<file path="config.mk">
export PLATFORM = sky130hd
export DESIGN_NAME = ball_engine
export DESIGN_NICKNAME = d
export VERILOG_FILES = /design/src/rtl/ball_engine.sv
export SDC_FILE = /design/constraint.sdc
export NUM_CORES = 1
export LEC_CHECK = 0
export ABC_AREA = 0
export CORE_MARGIN = 2
export CORE_UTILIZATION = 52
export CTS_CLUSTER_DIAMETER = 60
export CTS_CLUSTER_SIZE = 10
export DETAILED_ROUTE_END_ITERATION = 10
export GPL_TIMING_DRIVEN = 0
export PLACE_DENSITY = 0.88
export SLEW_MARGIN = 20
export SYNTH_ARGS = -nofsm -noshare
export SYNTH_HDL_FRONTEND = slang
export SYNTH_SLANG_ARGS = --single-unit
</file>
<file path="constraint.sdc">
create_clock -name clk -period 3.3 [get_ports clk]
set_clock_uncertainty 0.15 [all_clocks]
set_input_delay 0.33 -clock clk [delete_from_list [all_inputs] [get_ports clk]]
set_output_delay 0.33 -clock clk [all_outputs]
set_load 0.005 [all_outputs]
</file>
<file path="src/rtl/ball_engine.sv">
// -----------------------------------------------------------------------------
// ball_engine
//
// Ball physics stage that sits directly upstream of the game-state controller.
// Once per frame tick the ball advances by (speed, 1) pixels, reflects off the
// top/bottom walls and both paddles, and reports a miss on ballStatus. While
// the controller is not in PLAY, the ball is parked at the screen centre and
// its launch direction follows the serving player.
//
// Optional feature (compile-time macro BALL_SPEEDUP_EN):
//   defined   - each paddle hit raises the horizontal speed by one pixel/tick,
//               saturating at SPEED_MAX; parking restores SPEED_INIT.
//   undefined - horizontal speed is the constant SPEED_INIT.
//
// Ports:
//   clk        in   1   system clock
//   rst        in   1   asynchronous reset, active low
//   state      in   2   game state: 00 START, 01 SERVE, 10 PLAY, 11 DONE
//   serve      in   1   0 = player 1 serves (+x), 1 = player 2 serves (-x)
//   paddle1_y  in  10   top y of the left paddle
//   paddle2_y  in  10   top y of the right paddle
//   ball_x     out 10   ball top-left x
//   ball_y     out 10   ball top-left y
//   ballStatus out  2   00 PLAYING, 01 PLAYER1WIN, 10 PLAYER2WIN
// -----------------------------------------------------------------------------
module ball_engine #(
    parameter int SCREEN_W   = 640,
    parameter int SCREEN_H   = 480,
    parameter int BALL_SIZE  = 8,
    parameter int PADDLE_W   = 8,
    parameter int PADDLE_H   = 64,
    parameter int P1_X       = 16,
    parameter int P2_X       = 616,
    parameter int TICK_DIV   = 833333,
    parameter int SPEED_INIT = 2,
    parameter int SPEED_MAX  = 6
) (
    input  logic       clk,
    input  logic       rst,
    input  logic [1:0] state,
    input  logic       serve,
    input  logic [9:0] paddle1_y,
    input  logic [9:0] paddle2_y,
    output logic [9:0] ball_x,
    output logic [9:0] ball_y,
    output logic [1:0] ballStatus
);

    typedef enum logic [1:0] {
        ST_START = 2'b00,
        ST_SERVE = 2'b01,
        ST_PLAY  = 2'b10,
        ST_DONE  = 2'b11
    } game_state_t;

    typedef enum logic [1:0] {
        BS_PLAYING = 2'b00,
        BS_P1WIN   = 2'b01,
        BS_P2WIN   = 2'b10
    } ball_status_t;

    localparam int CNT_W = (TICK_DIV > 1) ? $clog2(TICK_DIV) : 1;
    localparam int SPD_W = $clog2(SPEED_MAX + 1);
    localparam logic [CNT_W-1:0] CNT_LAST = CNT_W'(TICK_DIV - 1);

    // Geometry in the 12-bit signed domain used for the next-position maths,
    // so that a step past the left/top edge shows up as a value <= 0.
    localparam logic signed [11:0] X0        = 12'((SCREEN_W - BALL_SIZE) / 2);
    localparam logic signed [11:0] Y0        = 12'((SCREEN_H - BALL_SIZE) / 2);
    localparam logic signed [11:0] X_MAX     = 12'(SCREEN_W - BALL_SIZE);
    localparam logic signed [11:0] Y_MAX     = 12'(SCREEN_H - BALL_SIZE);
    localparam logic signed [11:0] BALL      = 12'(BALL_SIZE);
    localparam logic signed [11:0] PAD_H     = 12'(PADDLE_H);
    localparam logic signed [11:0] P1_LEFT   = 12'(P1_X);
    localparam logic signed [11:0] P1_RIGHT  = 12'(P1_X + PADDLE_W - 1);
    localparam logic signed [11:0] P1_BOUNCE = 12'(P1_X + PADDLE_W);
    localparam logic signed [11:0] P2_LEFT   = 12'(P2_X);
    localparam logic signed [11:0] P2_RIGHT  = 12'(P2_X + PADDLE_W - 1);
    localparam logic signed [11:0] P2_BOUNCE = 12'(P2_X - BALL_SIZE);

    game_state_t       game_state;
    logic [CNT_W-1:0]  tick_cnt;
    logic              tick;

    logic [9:0]        x_q, x_d;
    logic [9:0]        y_q, y_d;
    logic              dx_q, dx_d;   // 1 = moving +x
    logic              dy_q, dy_d;   // 1 = moving +y (down)
    ball_status_t      status_q, status_d;
    logic [SPD_W-1:0]  speed;

    logic signed [11:0] cur_x, cur_y, step_x, nx, ny, pad1, pad2;
    logic               hit_left, hit_right;

    assign game_state = game_state_t'(state);

    // -------------------------------------------------------------------------
    // Frame tick: free-running in every game state.
    // -------------------------------------------------------------------------
    assign tick = (tick_cnt == CNT_LAST);

    always_ff @(posedge clk or negedge rst) begin
        if (!rst) begin
            tick_cnt <= '0;
        end else if (tick) begin
            tick_cnt <= '0;
        end else begin
            tick_cnt <= tick_cnt + CNT_W'(1);
        end
    end

    // -------------------------------------------------------------------------
    // Horizontal speed
    // -------------------------------------------------------------------------
`ifdef BALL_SPEEDUP_EN
    logic [SPD_W-1:0] speed_q, speed_d, speed_bump;

    assign speed      = speed_q;
    assign speed_bump = (speed_q >= SPD_W'(SPEED_MAX)) ? speed_q : speed_q + SPD_W'(1);

    always_ff @(posedge clk or negedge rst) begin
        if (!rst) begin
            speed_q <= SPD_W'(SPEED_INIT);
        end else begin
            speed_q <= speed_d;
        end
    end
`else
    assign speed = SPD_W'(SPEED_INIT);
`endif

    // -------------------------------------------------------------------------
    // Candidate position and collision tests
    // -------------------------------------------------------------------------
    assign cur_x  = $signed({2'b00, x_q});
    assign cur_y  = $signed({2'b00, y_q});
    assign step_x = $signed(12'(speed));
    assign pad1   = $signed({2'b00, paddle1_y});
    assign pad2   = $signed({2'b00, paddle2_y});

    assign nx = dx_q ? (cur_x + step_x) : (cur_x - step_x);
    assign ny = dy_q ? (cur_y + 12'sd1) : (cur_y - 12'sd1);

    // Paddle overlap is judged against the current (pre-move) y.
    assign hit_left  = !dx_q
                       && (nx <= P1_RIGHT) && (nx + BALL > P1_LEFT)
                       && (cur_y + BALL > pad1) && (cur_y < pad1 + PAD_H);
    assign hit_right = dx_q
                       && (nx <= P2_RIGHT) && (nx + BALL > P2_LEFT)
                       && (cur_y + BALL > pad2) && (cur_y < pad2 + PAD_H);

    // -------------------------------------------------------------------------
    // Next-state logic
    // -------------------------------------------------------------------------
    always_comb begin
        // NOTE: every next-state variable starts at its hold value so that no
        // branch leaves it unassigned; otherwise synthesis infers latches.
        x_d      = x_q;
        y_d      = y_q;
        dx_d     = dx_q;
        dy_d     = dy_q;
        status_d = status_q;
`ifdef BALL_SPEEDUP_EN
        speed_d  = speed_q;
`endif

        if (game_state != ST_PLAY) begin
            // Parked at centre, aimed at the receiving player.
            x_d      = X0[9:0];
            y_d      = Y0[9:0];
            dx_d     = ~serve;
            dy_d     = 1'b1;
            status_d = BS_PLAYING;
`ifdef BALL_SPEEDUP_EN
            speed_d  = SPD_W'(SPEED_INIT);
`endif
        end else if (status_q == BS_PLAYING && tick) begin
            // Walls act independently of the horizontal outcome.
            if (ny <= 12'sd0) begin
                y_d  = '0;
                dy_d = 1'b1;
            end else if (ny >= Y_MAX) begin
                y_d  = Y_MAX[9:0];
                dy_d = 1'b0;
            end else begin
                y_d  = ny[9:0];
            end

            // Paddle hit beats miss beats free motion.
            if (hit_left) begin
                x_d  = P1_BOUNCE[9:0];
                dx_d = 1'b1;
`ifdef BALL_SPEEDUP_EN
                speed_d = speed_bump;
`endif
            end else if (hit_right) begin
                x_d  = P2_BOUNCE[9:0];
                dx_d = 1'b0;
`ifdef BALL_SPEEDUP_EN
                speed_d = speed_bump;
`endif
            end else if (nx <= 12'sd0) begin
                x_d      = '0;
                status_d = BS_P2WIN;
            end else if (nx >= X_MAX) begin
                x_d      = X_MAX[9:0];
                status_d = BS_P1WIN;
            end else begin
                x_d = nx[9:0];
            end
        end
        // A latched miss freezes the ball until the controller leaves PLAY,
        // so it sees exactly one scoring event.
    end

    // -------------------------------------------------------------------------
    // State registers
    // -------------------------------------------------------------------------
    always_ff @(posedge clk or negedge rst) begin
        // NOTE: every register has a reset value; the controller reads
        // ballStatus straight out of reset and must never see X.
        if (!rst) begin
            x_q      <= X0[9:0];
            y_q      <= Y0[9:0];
            dx_q     <= 1'b1;
            dy_q     <= 1'b1;
            status_q <= BS_PLAYING;
        end else begin
            // NOTE: non-blocking assignments so all registers update together
            // from the same pre-edge values.
            x_q      <= x_d;
            y_q      <= y_d;
            dx_q     <= dx_d;
            dy_q     <= dy_d;
            status_q <= status_d;
        end
    end

    assign ball_x     = x_q;
    assign ball_y     = y_q;
    assign ballStatus = status_q;

endmodule

</file>
==> results.sh, run 1 <==
export IMPL_status="complete, but fails checks"
export IMPL_violations="negative setup slack"
export IMPL_grt_ovfl_total=0
export IMPL_yosysUniqueCellTypes=68
export IMPL_use_met2_pct=48.5
export IMPL_ios=47
export IMPL_die_h_um=93.8
export IMPL_final_max_slew_viol_count=0
export IMPL_clock_latency_ns=0.30
export IMPL_rsz0062_at_grt="yes"
export IMPL_port_buffer_count=45
export IMPL_drive_gt1_share_pct=21.2
export IMPL_slew_limit_headroom_pct=41.0
export IMPL_power_density_mw_per_mm2=193
export IMPL_routed_via_density=6.43
export IMPL_end_kind="flop"
export IMPL_antenna_left=0
export IMPL_cp_cell_sequence="nor4_2 -> or3_1 -> and2_2 -> ha_2 -> inv_1 -> nand4_1 -> and4b_1 -> o21ai_1 -> a211o_1 -> nor2b_4 -> nand2_1 -> o31ai_2"
export IMPL_cp_start_kind="flop"
export IMPL_p_leak_nw=2.33
export IMPL_postSynthAreaPerCell_sq_um=8.26
export IMPL_grt_busiest_layer="met2"
export IMPL_hpwl_um=8530
export IMPL_r2r_slack_ns=-0.14
export IMPL_maxCapViolCount=0
export IMPL_fin_nets=660
export IMPL_synth_seq_cells=43
export IMPL_ctsRootBufferMaster="clkbuf_8"
export IMPL_core_area_sq_mm=0.00777
export IMPL_netlist_instances=507
export IMPL_setup_viol=8
export IMPL_clockBufferDepth=2
export IMPL_ys_flop_type="dfrtp_1"
export IMPL_regToRegStartpoint="ball_x[3]"
export IMPL_post_drt_wl_per_cell_um=18.6
export IMPL_yosysSeqAreaShare_pct=26.0
export IMPL_die_w_um=93.8
export IMPL_syn_to_final_growth_pct=31.1
export IMPL_htreeDepth=2
export IMPL_cts_tree="yes"
export IMPL_routed_wl_um=12900
export IMPL_grt_pass1_vias=4253
export IMPL_drt_initial_drc_count=486
export IMPL_fin_area_sq_mm=0.00549
export IMPL_slowest_stage="dfstp_2"
export IMPL_cts_sinks=43
export IMPL_antenna_found_initial=0
export IMPL_period_share_pct=104
export IMPL_synth_area_sq_mm=0.00419
export IMPL_syn_num_nets=579
export IMPL_peakVddDrop_v=0.000248
export IMPL_use_met3_pct=3.93
export IMPL_hold_violations=0
export IMPL_tightest_slew_ns=0.876
export IMPL_startpoint="ball_x[3]"
export IMPL_cp_data_arrival_time_ns=3.50
export IMPL_fin_crit_ns=3.44
export IMPL_drt_pass1_iter_count=5
export IMPL_gp_congestion=0.944
export IMPL_dpl_instance_area_sq_mm=0.00480
export IMPL_crit_family="simple AND/OR/NAND/NOR gates"
export IMPL_cp_max_fo=11
export IMPL_via_count=4440
export IMPL_drc=0
export IMPL_crit_reg2reg_capture="ball_x[1]"
export IMPL_synth_edf_count=0
export IMPL_antenna_cells=0
export IMPL_reg2reg_depth=12
export IMPL_ys_async_sr_fraction_pct=100
export IMPL_initial_core_util_pct=53.9
export IMPL_hp_class="flop to flop"
export IMPL_setup_ws_ns=-0.139
export IMPL_cts_made_buffers=5
export IMPL_mostFrequentLayoutCells="44 x ha_1, 44 x clkdlybuf4s50_1, 35 x inv_1, 35 x nor2_1, 34 x nand2_1"
export IMPL_die_area_sq_mm=0.00879
export IMPL_grt_use_met1_pct=34.0
export IMPL_cp_slowest_stage_delay_ns=0.68
export IMPL_grt_pass1_wl_um=19600
export IMPL_rows=32
export IMPL_path_depth=12
export IMPL_required_ns=3.36
export IMPL_grt_max_degree=24
export IMPL_path_clk_slew_ns=0.08
export IMPL_cp_endpoint="ball_x[1]"
export IMPL_yosysWarnings=0
export IMPL_fmax_mhz=291
export IMPL_critPathBufInv=1
export IMPL_path_class="flop to flop"
export IMPL_grt_use_total_pct=27.7
export IMPL_hold_slack_ns=0.373
export IMPL_design_power_total_mw=1.06
==> logic make-up (layout without fill, tap and decap cells) <==
logic type               Yosys count  count (layout)  synth area share, %
AND/OR/NAND/NOR                  198             198                 25.8
AO/OA/AOI/OAI                    110             110                 17.8
buffers and inverters             58             140                 5.61
adder cells (fa/ha/maj)           47              47                 14.0
XOR/XNOR                          46              46                 9.61
flip-flops                        43              43                 26.0
multiplexers                       4               4                 1.02
other                              1               1               0.0895
==> report_power, final <==
part,internal [mW],switching (mW)
Sequential,0.529,0.00293
Clock,0.190,0.186
Combinational,0.0717,0.0779
Total,0.791,0.267
==> worst min-delay path by stage <==
stage,startpoint,to,slack (ns),depth (start not counted)
global route,tick_cnt[11],tick_cnt[11],0.39,1
finish,tick_cnt[11],tick_cnt[11],0.37,1
detailed placement,rst,tick_cnt[13],0.18,1
global placement,tick_cnt[6],tick_cnt[6],0.35,1
CTS,tick_cnt[11],tick_cnt[11],0.37,1
floorplan,rst,ballStatus[0],-0.12,0
==> registers in the layout, summed over array words and instances (netlist names) <==
signal and flops:
ball_x 9, dy_q 1, dx_q 1, ball_y 10, ballStatus 2, tick_cnt 20
==> area by class of cell <==
cell class / count / area (sq um)
Tap cell: 102 / 128
Multi-Input combinational cell: 406 / 3190
Inverter: 38 / 145
Clock inverter: 1 / 7.51
Sequential cell: 43 / 1090
Buffer: 16 / 115
Clock buffer: 7 / 96.3
Fill cell: 555 / 2270
Timing Repair Buffer: 78 / 719
==> stage by stage <==
stage	cells	setup TNS (ns)	util (%)	worst slack, ns
floorplan	507	0	-	0.0290
global placement	654	-4.61	61.5	-0.406
detailed placement	655	-5.89	61.8	-0.581
CTS	680	-0.231	67.6	-0.0810
global route	691	-1.75	70.7	-0.249
finish	691	-0.762	70.7	-0.139
==> metal layers <==
metal | wire length [um] | vias to the layer above
met5 | 0 | -
met4 | 473 | 0
met3 | 856 | 56
met2 | 6330 | 243
met1 | 5200 | 2138
li1 | - | 2003
==> repair_timing <==
action / in CTS / in global routing
setup buffers: 18 / 13
resized for setup: 47 / 37
setup endpoints to repair: 20 / 18
hold endpoints to repair: 16 / 0
hold buffers: 1 / 0
pin swaps: 14 / 13
gates cloned: 0 / 0
==> worst register-to-register path: cells and delay by family (launching register included) <==
| family | cells | cell delay (ns) |
|---|---|---|
| simple gates | 7 | 1.45 |
| fa+ha+maj | 1 | 0.25 |
| compound gates | 3 | 0.70 |
| flops | 1 | 0.68 |
| buf+inv | 1 | 0.12 |
==> Yosys cell counts (all sizes together), types with 9 or more instances <==
cell | count | share of area (%)
o21ai | 22 | 2.6
nand2 | 34 | 3.0
clkbuf | 15 | 1.4
nor4 | 9 | 1.3
nand4 | 12 | 1.8
nor3 | 10 | 1.2
dfstp | 12 | 7.5
or3 | 9 | 1.3
dfrtp | 31 | 19
inv | 38 | 3.4
ha | 47 | 14
a21oi | 31 | 3.7
xnor2 | 30 | 6.3
and4 | 9 | 1.9
xor2 | 16 | 3.3
nand3 | 36 | 4.4
nor2 | 37 | 3.3
a31oi | 9 | 1.3
(Power assumes the default switching activity.)
==> run 2, diff against run 1 <==
Settings changed: CORE_MARGIN 2 to unset.
==> run 2 against run 1 <==
  * The run still ends with negative setup slack left
  * Die area decreased by 4.2%
  * Sequential cell count is the same
  * Setup slack improved by 0.073 ns
  * Sequential share of layout area shrank 0.63 points
  * Clock-buffer cell count fell by 1
  * Global-route usage up 1.6 points
  * Sequential power barely moved
  * Routed wire length up 3.3%
  * Clock power is 32% higher
  * Critical path type unchanged
==> results.sh, run 2 (synthesized netlist as in run 1, its figures left out) <==
export IMPL_fmax_mhz=297
export IMPL_syn_to_final_growth_pct=35.4
export IMPL_die_h_um=91.8
export IMPL_setup_viol=8
export IMPL_path_clk_slew_ns=0.09
export IMPL_rsz0062_at_grt="yes"
export IMPL_mostFrequentLayoutCells="44 x clkdlybuf4s50_1, 41 x ha_1, 36 x nor2_1, 35 x inv_1, 34 x buf_4"
export IMPL_swShare_pct=23.4
export IMPL_clkPwrFrac_pct=42.1
export IMPL_largest_register="tick_cnt"
export IMPL_ios=47
export IMPL_drt_pass1_iter_count=6
export IMPL_p_int_mw=0.905
export IMPL_required_ns=3.37
export IMPL_setup_ws_ns=-0.0653
export IMPL_hpwl_um=8410
export IMPL_via_count=4537
export IMPL_drive_gt1_share_pct=23.1
export IMPL_hp_class="flop to flop"
export IMPL_post_drt_wl_per_cell_um=19.2
export IMPL_antenna_cells=0
export IMPL_largest_reg_flops=20
export IMPL_ctsRootBufferMaster="clkbuf_8"
export IMPL_power_density_mw_per_mm2=208
export IMPL_period_share_pct=102
export IMPL_antenna_left=0
export IMPL_end_kind="flop"
export IMPL_drc=0
export IMPL_cts_tree="yes"
export IMPL_grt_ovfl_total=0
export IMPL_power_net_switching_mw=0.277
export IMPL_clockBufferDepth=2
export IMPL_cp_start_kind="flop"
export IMPL_cp_data_arrival_time_ns=3.44
export IMPL_port_buffer_count=45
export IMPL_antenna_found_initial=0
export IMPL_maxCapViolCount=0
export IMPL_final_max_slew_viol_count=0
export IMPL_status="complete, but fails checks"
export IMPL_p_seq_share_pct=45.1
export IMPL_cp_slowest_stage_delay_ns=0.66
export IMPL_htreeDepth=2
export IMPL_tns_ns=-0.246
export IMPL_hold_violations=0
export IMPL_slew_limit_headroom_pct=63.5
export IMPL_mostFrequentLayoutCell="clkdlybuf4s50_1"
export IMPL_gp_congestion=0.929
export IMPL_cts_made_buffers=5
export IMPL_die_w_um=91.8
export IMPL_slowest_stage="dfstp_2"
export IMPL_grt_pass1_vias=4232
export IMPL_peakVddDrop_v=0.000274
export IMPL_grt_max_degree=23
export IMPL_initial_core_util_pct=53.9
export IMPL_tightest_slew_ns=0.544
export IMPL_die_area_sq_mm=0.00842
export IMPL_core_area_sq_mm=0.00777
export IMPL_grt_use_total_pct=29.3
export IMPL_routed_wl_um=13300
export IMPL_clock_latency_ns=0.31
export IMPL_fin_nets=661
export IMPL_cp_max_fo=7
export IMPL_cp_cell_sequence="nor4_2 -> or3_1 -> and2_2 -> ha_4 -> inv_1 -> nand4_1 -> and4b_1 -> o21ai_1 -> a211o_1 -> nor2b_4 -> nand2_2 -> o31ai_4"
export IMPL_routed_via_density=6.56
export IMPL_rows=32
export IMPL_fin_crit_ns=3.37
export IMPL_path_class="flop to flop"
export IMPL_cts_sinks=43
export IMPL_p_leak_nw=2.36
export IMPL_fillers=483
export IMPL_drt_initial_drc_count=531
export IMPL_grt_pass1_wl_um=20000
export IMPL_comb_power_share_pct=12.8
export IMPL_violations="negative setup slack"
export IMPL_fin_util_pct=73.0
run 2: cell types whose count changed in the layout (fill, tap and decap cells not counted), moves of 3 or more:
cell / delta
ha_4: +3
a21oi_1: -3
xnor2_4: +3
ha_1: -3
xnor2_2: -3
a21oi_2: +3
nand2_2: +3
nand2_1: -3
run 2: worst paths after layout:
kind,cells past startpoint,from,slack (ns),endpoint
min reg2reg,1,tick_cnt[6],0.37,tick_cnt[6]
max in group asynchronous,3,rst,2.04,ball_y[3]
min,1,tick_cnt[6],0.37,tick_cnt[6]
min in group asynchronous,2,rst,0.38,tick_cnt[10]
max reg2reg,12,dx_q,-0.07,ball_x[1]
max,12,dx_q,-0.07,ball_x[1]
run 2: layer usage:
layer	track usage [%]	wire [um]	vias to the layer above	share of wire, %
met5	0	0	-	0
met4	14.1	629	0	4.7
met3	4.89	962	69	7.2
met2	50.6	6420	289	48
met1	35.4	5270	2163	40
li1	-	-	2016	-
run 2: area by class of cell:
type | instances | area, sq um | share of cell area [%]
Timing Repair Buffer | 79 | 723 | 12.7
Buffer | 16 | 119 | 2.10
Clock inverter | 2 | 60.1 | 1.06
Clock buffer | 6 | 72.6 | 1.28
Multi-Input combinational cell | 406 | 3330 | 58.7
Inverter | 38 | 148 | 2.60
Tap cell | 102 | 128 | 2.25
Sequential cell | 43 | 1090 | 19.3
run 2: timing repair:
item	CTS	global route
hold endpoints to repair	14	0
setup buffers	22	10
hold buffers	1	0
gates resized for setup	50	56
pin swaps	14	23
setup endpoints to repair	20	20
run 2: power groups by stage:
stage,combinational [mW],sequential [mW],clock (mW)
floorplan,0.0720,0.539,0
global placement,0.129,0.539,0
detailed placement,0.139,0.539,0
CTS,0.143,0.529,0.497
global route,0.168,0.533,0.521
finish,0.151,0.533,0.498
run 2: critical path: cells and delay by family (launching register included):
family | cells | cell delay, ns
buffers and inverters | 1 | 0.11
DFF | 1 | 0.66
and+or+nand+nor | 7 | 1.47
adders and majority gates | 1 | 0.20
AOI/OAI and AO/OA | 3 | 0.67
run 2: per-stage QoR:
stage	area [sq um]	hold WS [ns]	power, mW	setup slack (ns)	std cells
after floorplan	4200	-0.116	0.611	0.0290	507
after global placement	4780	0.353	0.668	-0.447	654
after detailed placement	4800	0.189	0.678	-0.582	655
after CTS	5340	0.372	1.17	-0.0131	684
after global routing	5670	0.387	1.22	-0.179	692
final	5670	0.367	1.18	-0.0653	692
